===== config.mk =====
export PLATFORM = sky130hd
export DESIGN_NAME = mux8_rr_arbiter
export DESIGN_NICKNAME = d
export VERILOG_FILES = /design/src/rtl/mux8_arb_pkg.sv /design/src/rtl/mux8_w.sv /design/src/rtl/mux8_rr_arbiter.sv
export SDC_FILE = /design/constraint.sdc
export NUM_CORES = 1
export LEC_CHECK = 0
export CAP_MARGIN = 30
export CORE_MARGIN = 2
export CORE_UTILIZATION = 26
export CTS_BUF_LIST = sky130_fd_sc_hd__clkbuf_8
export CTS_CLUSTER_DIAMETER = 30
export DETAILED_ROUTE_END_ITERATION = 10
export DONT_BUFFER_PORTS = 1
export PLACE_DENSITY = 0.46
export SYNTH_ARGS = -nofsm -noshare
export SYNTH_HDL_FRONTEND = slang
export SYNTH_HIERARCHICAL = 1
export SYNTH_SLANG_ARGS = --single-unit

===== constraint.sdc =====
create_clock -name clk -period 4.3 [get_ports clk]
set_input_delay 0.86 -clock clk [delete_from_list [all_inputs] [get_ports clk]]
set_output_delay 0.86 -clock clk [all_outputs]
set_load 0.01 [all_outputs]

===== src/rtl/mux8_arb_pkg.sv =====
// Shared constants, FSM state encoding and the round-robin winner search
// for the 8-channel mux arbiter.
package mux8_arb_pkg;

    localparam int NUM_CH = 8;
    localparam int SEL_W  = 3;

    typedef enum logic {
        IDLE = 1'b0,
        GNT  = 1'b1
    } state_e;

    // Search starts just after ptr and wraps; ptr itself is searched last.
    function automatic logic [SEL_W-1:0] rr_next(
        input logic [SEL_W-1:0]  ptr,
        input logic [NUM_CH-1:0] req
    );
        logic [SEL_W-1:0] idx;
        logic             found;
        rr_next = ptr;
        found   = 1'b0;
        for (int i = 1; i <= NUM_CH; i++) begin
            idx = ptr + SEL_W'(i);
            if (!found && req[idx]) begin
                rr_next = idx;
                found   = 1'b1;
            end
        end
    endfunction

endpackage


===== src/rtl/mux8_w.sv =====
// DATA_W-wide 8:1 multiplexer; channel i occupies bits [i*DATA_W +: DATA_W].
module mux8_w
    import mux8_arb_pkg::*;
#(
    parameter int DATA_W = 8
) (
    input  logic [NUM_CH*DATA_W-1:0] in,
    input  logic [SEL_W-1:0]         sel,
    output logic [DATA_W-1:0]        out
);

    always_comb begin
        out = '0;
        for (int i = 0; i < NUM_CH; i++) begin
            if (sel == SEL_W'(i)) begin
                out = in[i*DATA_W +: DATA_W];
            end
        end
    end

endmodule


===== src/rtl/mux8_rr_arbiter.sv =====
// Round-robin arbiter sharing one 8:1 data mux among 8 requesters and streaming
// beats to a single valid/ready sink. Optional grant statistics: MUX8_ARB_STATS_EN.
module mux8_rr_arbiter
    import mux8_arb_pkg::*;
#(
    parameter int DATA_W   = 8,
    parameter int MAX_HOLD = 4
) (
    input  logic                     clk,
    input  logic                     rst_n,
    input  logic [NUM_CH-1:0]        req,
    input  logic [NUM_CH-1:0]        last,
    input  logic [NUM_CH*DATA_W-1:0] in_data,
    output logic                     out_valid,
    input  logic                     out_ready,
    output logic [DATA_W-1:0]        out_data,
    output logic [SEL_W-1:0]         out_sel,
    output logic [NUM_CH-1:0]        ack,
    output logic                     busy
`ifdef MUX8_ARB_STATS_EN
    ,
    output logic [15:0]              grant_cnt,
    output logic                     stall
`endif
);

    localparam logic [7:0] HOLD_LIM = 8'(MAX_HOLD);

    state_e           state_q, state_d;
    logic [SEL_W-1:0] sel_q,   sel_d;
    logic [SEL_W-1:0] ptr_q,   ptr_d;
    logic [7:0]       cnt_q,   cnt_d;
    logic [7:0]       cnt_inc;
    logic             accept;
    logic [DATA_W-1:0] mux_out;

    assign cnt_inc = cnt_q + 8'd1;
    assign out_sel = sel_q;

    always_ff @(posedge clk or negedge rst_n) begin
        if (!rst_n) begin
            state_q <= IDLE;
            sel_q   <= '0;
            ptr_q   <= SEL_W'(NUM_CH - 1);
            cnt_q   <= '0;
        end else begin
            state_q <= state_d;
            sel_q   <= sel_d;
            ptr_q   <= ptr_d;
            cnt_q   <= cnt_d;
        end
    end

    always_comb begin
        state_d = state_q;
        sel_d   = sel_q;
        ptr_d   = ptr_q;
        cnt_d   = cnt_q;
        case (state_q)
            IDLE: begin
                if (|req) begin
                    state_d = GNT;
                    sel_d   = rr_next(ptr_q, req);
                    ptr_d   = sel_d;
                    cnt_d   = '0;
                end
            end
            GNT: begin
                // A withdrawn channel gives up the grant without a beat.
                if (!req[sel_q]) begin
                    state_d = IDLE;
                end else if (accept) begin
                    cnt_d = cnt_inc;
                    if (last[sel_q] || (cnt_inc == HOLD_LIM)) begin
                        state_d = IDLE;
                    end
                end
            end
            default: state_d = IDLE;
        endcase
    end

    always_comb begin
        out_valid = 1'b0;
        accept    = 1'b0;
        ack       = '0;
        busy      = 1'b0;
        if (state_q == GNT) begin
            busy      = 1'b1;
            out_valid = req[sel_q];
            accept    = out_valid && out_ready;
            if (accept) begin
                ack = NUM_CH'(1) << sel_q;
            end
        end
    end

    mux8_w #(
        .DATA_W (DATA_W)
    ) u_mux (
        .in  (in_data),
        .sel (sel_q),
        .out (mux_out)
    );

    assign out_data = out_valid ? mux_out : '0;

`ifdef MUX8_ARB_STATS_EN
    logic [15:0] grant_cnt_q;

    always_ff @(posedge clk or negedge rst_n) begin
        if (!rst_n) begin
            grant_cnt_q <= '0;
        end else if ((state_q == IDLE) && (|req) && (grant_cnt_q != 16'hFFFF)) begin
            grant_cnt_q <= grant_cnt_q + 16'd1;
        end
    end

    assign grant_cnt = grant_cnt_q;
    assign stall     = out_valid & ~out_ready;
`endif

endmodule


==> results by group <==
GRT
  • Largest net degree at the start of global routing: 28
  • Met3 Track Usage GR: 3.95%
  • GRT met1 Usage: 16.2%
  • Total GRT Usage: 13.3%
  • GR peak layer: met2
  • Vias in the first global route: 2036
  • GR Util met2: 23.5%
  • Global-route wire length before repair: 10500 um
  • Antenna violations before repair: 0
  • GRT overflow: 0

STA
  • Slew margin rel.: 50.2%
  • PnR worst setup slack: 738 ps
  • Final Max Tran Viols: 0
  • RSZ-0062 raised after global routing: no
  • Fmax: 281 MHz
  • Final setup TNS: 0 ps
  • Min Tclk post-route: 3560 ps
  • Final hold vios: 0
  • Setup-failing EPs final: 0
  • Slew @ Worst Pin: 746 ps
  • Worst Skew: 1.22 ps
  • Tcrit/Tclk final: 82.8%

CTS
  • Clk_lat worst skew: 250 ps
  • CTS tree: built
  • Resize count post-CTS: 0
  • Hold-fix buffers at CTS: 0
  • Post-CTS setup buffer count: 0
  • Clk root buf: clkbuf_8
  • H-tree Lvls: 1
  • Clock Path Buffers: 2
  • CTS Buf Count: 3
  • Clock slew at reported path FFs: 60 ps
  • Sink Count: 15

Worst setup path
  • Critical path peak fanout: 14
  • Crit path from: ptr_q[1]
  • R2R cell count: 8
  • CP arrival: 3730 ps
  • Worst R2R Setup Slack: 740 ps
  • Critical Path Start Type: flop
  • CP endpoint: out_sel[0]
  • Required time of the critical path: 4470 ps
  • Crit. End Element: flop
  • Reg-to-Reg End: out_sel[0]
  • Worst R2R Start: ptr_q[1]
  • Crit Path Class: flop to flop

Logic synthesis
  • Synthesized flop and latch total: 15
  • Prevailing post-synth register cell: dfrtp_1
  • Commonest cells post-synth: nand2_1, o21ai_0, mux4_1
  • Post-synth top area cell: mux4_1
  • Post-synth EDFFs: 0
  • Count leader, synth: nand2_1
  • Syn_nets: 328
  • Syn Std Cell Area: 0.00244 mm2
  • Avg Synthesized Cell Area: 10.1 um2
  • Fraction of registers with async set/reset: 100%
  • Synth area leaders: mux4_1, mux4_2, dfrtp_1
  • Syn. warnings: 6
  • Yosys cell types: 54
  • Synth top area share: 18.3%
  • Post-synthesis sequential area ratio: 15.6%
  • Post-Syn Instances: 241

Route
  • DRT Wirelength: 6740 um
  • WL/cell: 19.5 um
  • Vias per inst: 5.89
  • Iteration-0 DRC Markers: 117
  • Vias post-DR: 2038
  • Final ANT Viol Nets: 0
  • Post-route DRC: 0
  • Drt pass-1 iters: 4

Power
  • Total chip power: 0.00205 W
  • PwrDens: 797 mW/mm2
  • VDD IR max: 0.259 mV
  • Static leakage: 1.02 nW

Floorplan
  • Io pins: 104
  • Die Wd: 101 um
  • Die area: 0.0102 mm2
  • Die Ht: 101 um
  • Total core area: 0.00915 mm2
  • Rows: 35
  • Starting Density: 26.6%

Finish
  • ANT cells: 0
  • Nets: 323
  • Non-Filler Instances: 346
  • Final Util: 28.1%
  • Area Overhead vs Synth: 5.60%
  • Filler instances: 933
  • Layout cells sized above 1: 20.9%

Outcome
  • Status: finished clean

Hold path
  • Worst hold path class: input port to asynchronous set/reset pin

Place
  • DP Wirelength: 5320 um
  • Post-Place Cells: 342
  • Pre-CTS setup slack: 740 ps
  • I/O Buffers: 0
  • Final GP Congestion: 0.911

Flow run
  • MaxCap Viol Count: 0
## report_power, final
group,internal [W],leakage [nW],switching (W),total [W]
Combinational,0.000767,0.806,0.000867,0.00163
Clock,0.0000633,0.0269,0.0000526,0.000116
Sequential,0.000206,0.189,0.0000967,0.000303
## layer usage
layer  routed length (um)  part of all wire [%]
met4                   48                  0.71
met3                  485                   7.2
met1                 2740                    41
met5                    0                     0
met2                 3470                    51
## final cells by class
type                            count  area [um2]  area share [%]
Multi-Input combinational cell    201        1930            74.9
Tap cell                          111         139            5.40
Sequential cell                    15         379            14.7
Clock buffer                        3        41.3            1.60
Inverter                            8        30.0            1.17
Timing Repair Buffer                7        52.6            2.04
Clock inverter                      1        3.75           0.146
## per-stage QoR
stage                     hold slack [ps]  area (um2)
final                                 300        2570
after global routing                  289        2570
after CTS                             295        2570
after detailed placement              536        2530
after global placement                532        2530
after floorplan                       485        2440
## sequential cells by signal, summed over array words and instances, names as in the netlist
signal,count
state_q,1
cnt_q,8
out_sel,3
ptr_q,3
## worst min path at each step
stage	startpoint	endpoint	slack, ps	cells past startpoint
2_1_floorplan	cnt_q[4]	cnt_q[4]	490	1
3_3_place_gp	cnt_q[4]	cnt_q[4]	530	1
3_5_place_dp	cnt_q[4]	cnt_q[4]	540	1
4_1_cts	rst_n	cnt_q[6]	290	0
5_1_grt	rst_n	cnt_q[6]	290	0
6_report	rst_n	cnt_q[6]	300	0
## worst max-delay path: stages, from the launching register on
cell and delay [ps]:
dfstp_2 720, inv_1 150, ha_1 570, mux4_2 600, or4b_4 530, or4_4 530, o211ai_2 110, nand2_2 100
o221ai_2 180
## cell families after synthesis
family | after synthesis | synth area share (%)
fa+ha+maj | 4 | 2.05
flops | 15 | 15.6
buf+inv | 25 | 5.34
simple gates | 87 | 18.8
xor+xnor | 5 | 1.80
mux | 60 | 44.1
compound gates | 45 | 12.3
## placed cells by master, fill, tap and decap left out, types with 6 or more instances in the layout
cell	netlist	routed
nand2b_1	7	7
mux2i_1	13	13
and3_1	12	12
nor3_1	6	6
nand2_1	21	21
a21oi_1	9	9
nand3_1	8	8
mux4_1	17	17
buf_4	1	7
inv_1	8	9
dfrtp_1	12	12
mux2_2	15	15
o21ai_0	18	18
mux4_2	14	14
nor2_1	15	15
Power figures use the tool's default switching activity.
==> RTL edit (same flow settings) <==
The option `MUX8_ARB_STATS_EN` is turned on by a define.
--- a/src/rtl/mux8_rr_arbiter.sv
+++ b/src/rtl/mux8_rr_arbiter.sv
@@ -1,4 +1,6 @@
 // Round-robin arbiter sharing one 8:1 data mux among 8 requesters and streaming
 // beats to a single valid/ready sink. Optional grant statistics: MUX8_ARB_STATS_EN.
+`define MUX8_ARB_STATS_EN
+
 module mux8_rr_arbiter
     import mux8_arb_pkg::*;
Formal check against the unedited RTL (old outputs only; new: grant_cnt and stall): equivalent (Yosys induction, for registers that start in step).
==> RTL edit against the unedited design <==
Die area up 31%; setup slack worse by 0.028 ns; cell area up 35%; clock skew up 0.0032 ns; power up 22%; combinational power up 7%; sequential cell count up 16; global-route usage down 0.61 points; wire length up 29%; area after synthesis up 32%; highest routed layer unchanged.
==> RTL edit: results (changes against the unedited design) <==
INFO  metric synth_top_cells_by_area = dfrtp_1, mux4_2, mux4_1
INFO  metric antenna_violations_before_repair = 0 (unchanged)
INFO  metric largest_fanout_of_any_net_on_the_critical_path = 16 (+2)
INFO  metric max_slew_margin = 51.5% (+1.3 points)
INFO  metric grt_pass1_vias = 2580 (+27%)
INFO  metric gp_congestion = 0.844 (-7.4%)
INFO  metric numCtsBuffers = 5 (+2)
INFO  metric maximum_number_of_pins_on_one_net_before_global_route_repair = 32 (+14%)
INFO  metric topRoutingLayerUsed = met4
INFO  metric yosys.cell_types.count = 53 (-1.9%)
INFO  metric reg2reg_from = ptr_q[0]$_DFFE_PN1P_
INFO  metric status = finished clean
INFO  metric synthesis.nets = 407 (+24%)
INFO  metric nets = 399 (+24%)
INFO  metric most_common_library_cells_after_synthesis = nand2_1, dfrtp_1, nor2_1
INFO  metric clk_pin_slew = 0.07 ns
INFO  metric final.fill_count = 1238 (+33%)
INFO  metric cts-root-to-sink-buffers = 2 (unchanged)
INFO  metric h-tree-depth = 2 (+1)
INFO  metric drtPass1Iterations = 4 (unchanged)
INFO  metric port_buffers = 0 (unchanged)
INFO  metric totalWireLength = 8720 µm (+29%)
INFO  metric crit_path_max_incr_delay = 0.77 ns (+0.05 ns)
INFO  metric worstSkewPairLatency = 0.29 ns (+0.04 ns)
INFO  metric route.met2.wl = 4330 µm (+25%)
INFO  metric crit-reg2reg-capture = out_sel[1]$_DFFE_PN0P_
INFO  metric layout_cells_sized_above_1 = 18.6% (-2.3 points)
INFO  metric track_usage = 12.7% (-0.61 points)
INFO  metric r2r_slack = 0.71 ns (-0.03 ns)
INFO  metric max-vdd-ir-drop = 0.262 mV (+1.3%)
INFO  metric r2r_cells = 9 (+1)
INFO  metric initialDrtViolationCount = 153 (+31%)
INFO  metric grt_first_pass_wirelength = 13200 µm (+26%)
INFO  metric whs = 0.264 ns (-0.0365 ns)
INFO  metric critical_path.slowest_cell = ha_1
INFO  metric synth_seq_area_share = 24.2% (+8.7 points)
INFO  metric largest_reg_flops = 16 (+8)
INFO  metric yosysWarningCount = 6 (unchanged)
INFO  metric netSwitchingFraction = 46.8% (-2.7 points)
INFO  metric critPathArrivalTime = 3.74 ns (about the same)
INFO  metric placed_wire_length_estimate = 6470 µm (+22%)
INFO  metric routedLengthMet1 = 3470 µm (+27%)
INFO  metric vias_per_std_cell = 5.38 (-8.7%)
INFO  metric met3_length = 818 µm (+69%)
INFO  metric timing.clock.skew = 0.00437 ns (+0.00315 ns)
INFO  metric postSynth.asyncResetShare = 100% (unchanged)
INFO  metric power.static_leakage = 0.00139 µW (+37%)
INFO  metric ctsRootBufferMaster = clkbuf_8
RTL edit: cell types whose count changed in the layout (fill, tap and decap cells not counted), moves of 9 or more:
cell,change
and2_1,+11
dfrtp_1,+16
nand2_1,+12
nor2_1,+9
o21ai_0,-15
o21ai_1,+14
RTL edit: area by class of cell:
cell class	instances	area share [%]
inverters	7	0.755
multi-input cells	253	65.4
repair buffers	13	2.80
flip-flops and latches	31	22.4
clock inverters	2	0.252
clock buffers	6	2.37
well taps	168	6.04
RTL edit: worst max-delay path by stage:
stage                         start                     end  slack, ns  cells after the start
6_report       ptr_q[0]$_DFFE_PN1P_  out_sel[1]$_DFFE_PN0P_       0.71                      9
3_5_place_dp   ptr_q[0]$_DFFE_PN1P_  out_sel[1]$_DFFE_PN0P_       0.69                      9
5_1_grt        ptr_q[0]$_DFFE_PN1P_  out_sel[1]$_DFFE_PN0P_       0.40                      9
4_1_cts        ptr_q[0]$_DFFE_PN1P_  out_sel[1]$_DFFE_PN0P_       0.65                      9
2_1_floorplan  ptr_q[1]$_DFFE_PN1P_  out_sel[2]$_DFFE_PN0P_       0.64                     13
3_3_place_gp   ptr_q[0]$_DFFE_PN1P_  out_sel[1]$_DFFE_PN0P_       0.76                      9
RTL edit: power groups by stage:
stage          clock (µW)  sequential (µW)  combinational, µW
6_report              241              512               1750
5_1_grt               265              528               1940
4_1_cts               251              514               1770
3_5_place_dp            0              518               1770
3_3_place_gp            0              516               1760
2_1_floorplan           0              478               1500
RTL edit: logic make-up (layout without fill, tap and decap cells):
family	Yosys count	in the layout	synth area share [%]
compound gates	53	53	11.4
fa+ha+maj	5	5	1.94
buf+inv	35	28	5.06
xor+xnor	19	19	5.17
mux	58	58	33.4
simple gates	118	118	18.7
flops	31	31	24.2
RTL edit: per-layer routing:
layer / global-route usage (%) / vias up
li1: - / 1196
met1: 14.6 / 1247
met2: 23.6 / 127
met3: 2.90 / 10
met4: 3.13 / 0
met5: 0 / -
RTL edit: worst max-delay path: cells and delay by family (launching register included):
kind | cells | cell delay [ns]
AO/OA/AOI/OAI | 4 | 1.15
flip-flops | 1 | 0.53
AND/OR/NAND/NOR | 1 | 0.21
multiplexers | 2 | 0.69
buffers and inverters | 1 | 0.11
adder cells (fa/ha/maj) | 1 | 0.77
RTL edit: through the flow:
| stage | std cells | setup WS (ns) | cell area [µm²] |
|---|---|---|---|
| after floorplan | 319 | 0.644 | 3220 |
| after global placement | 472 | 0.758 | 3390 |
| final | 480 | 0.710 | 3480 |
| after CTS | 480 | 0.650 | 3480 |
| after global routing | 480 | 0.398 | 3480 |
| after detailed placement | 472 | 0.690 | 3390 |
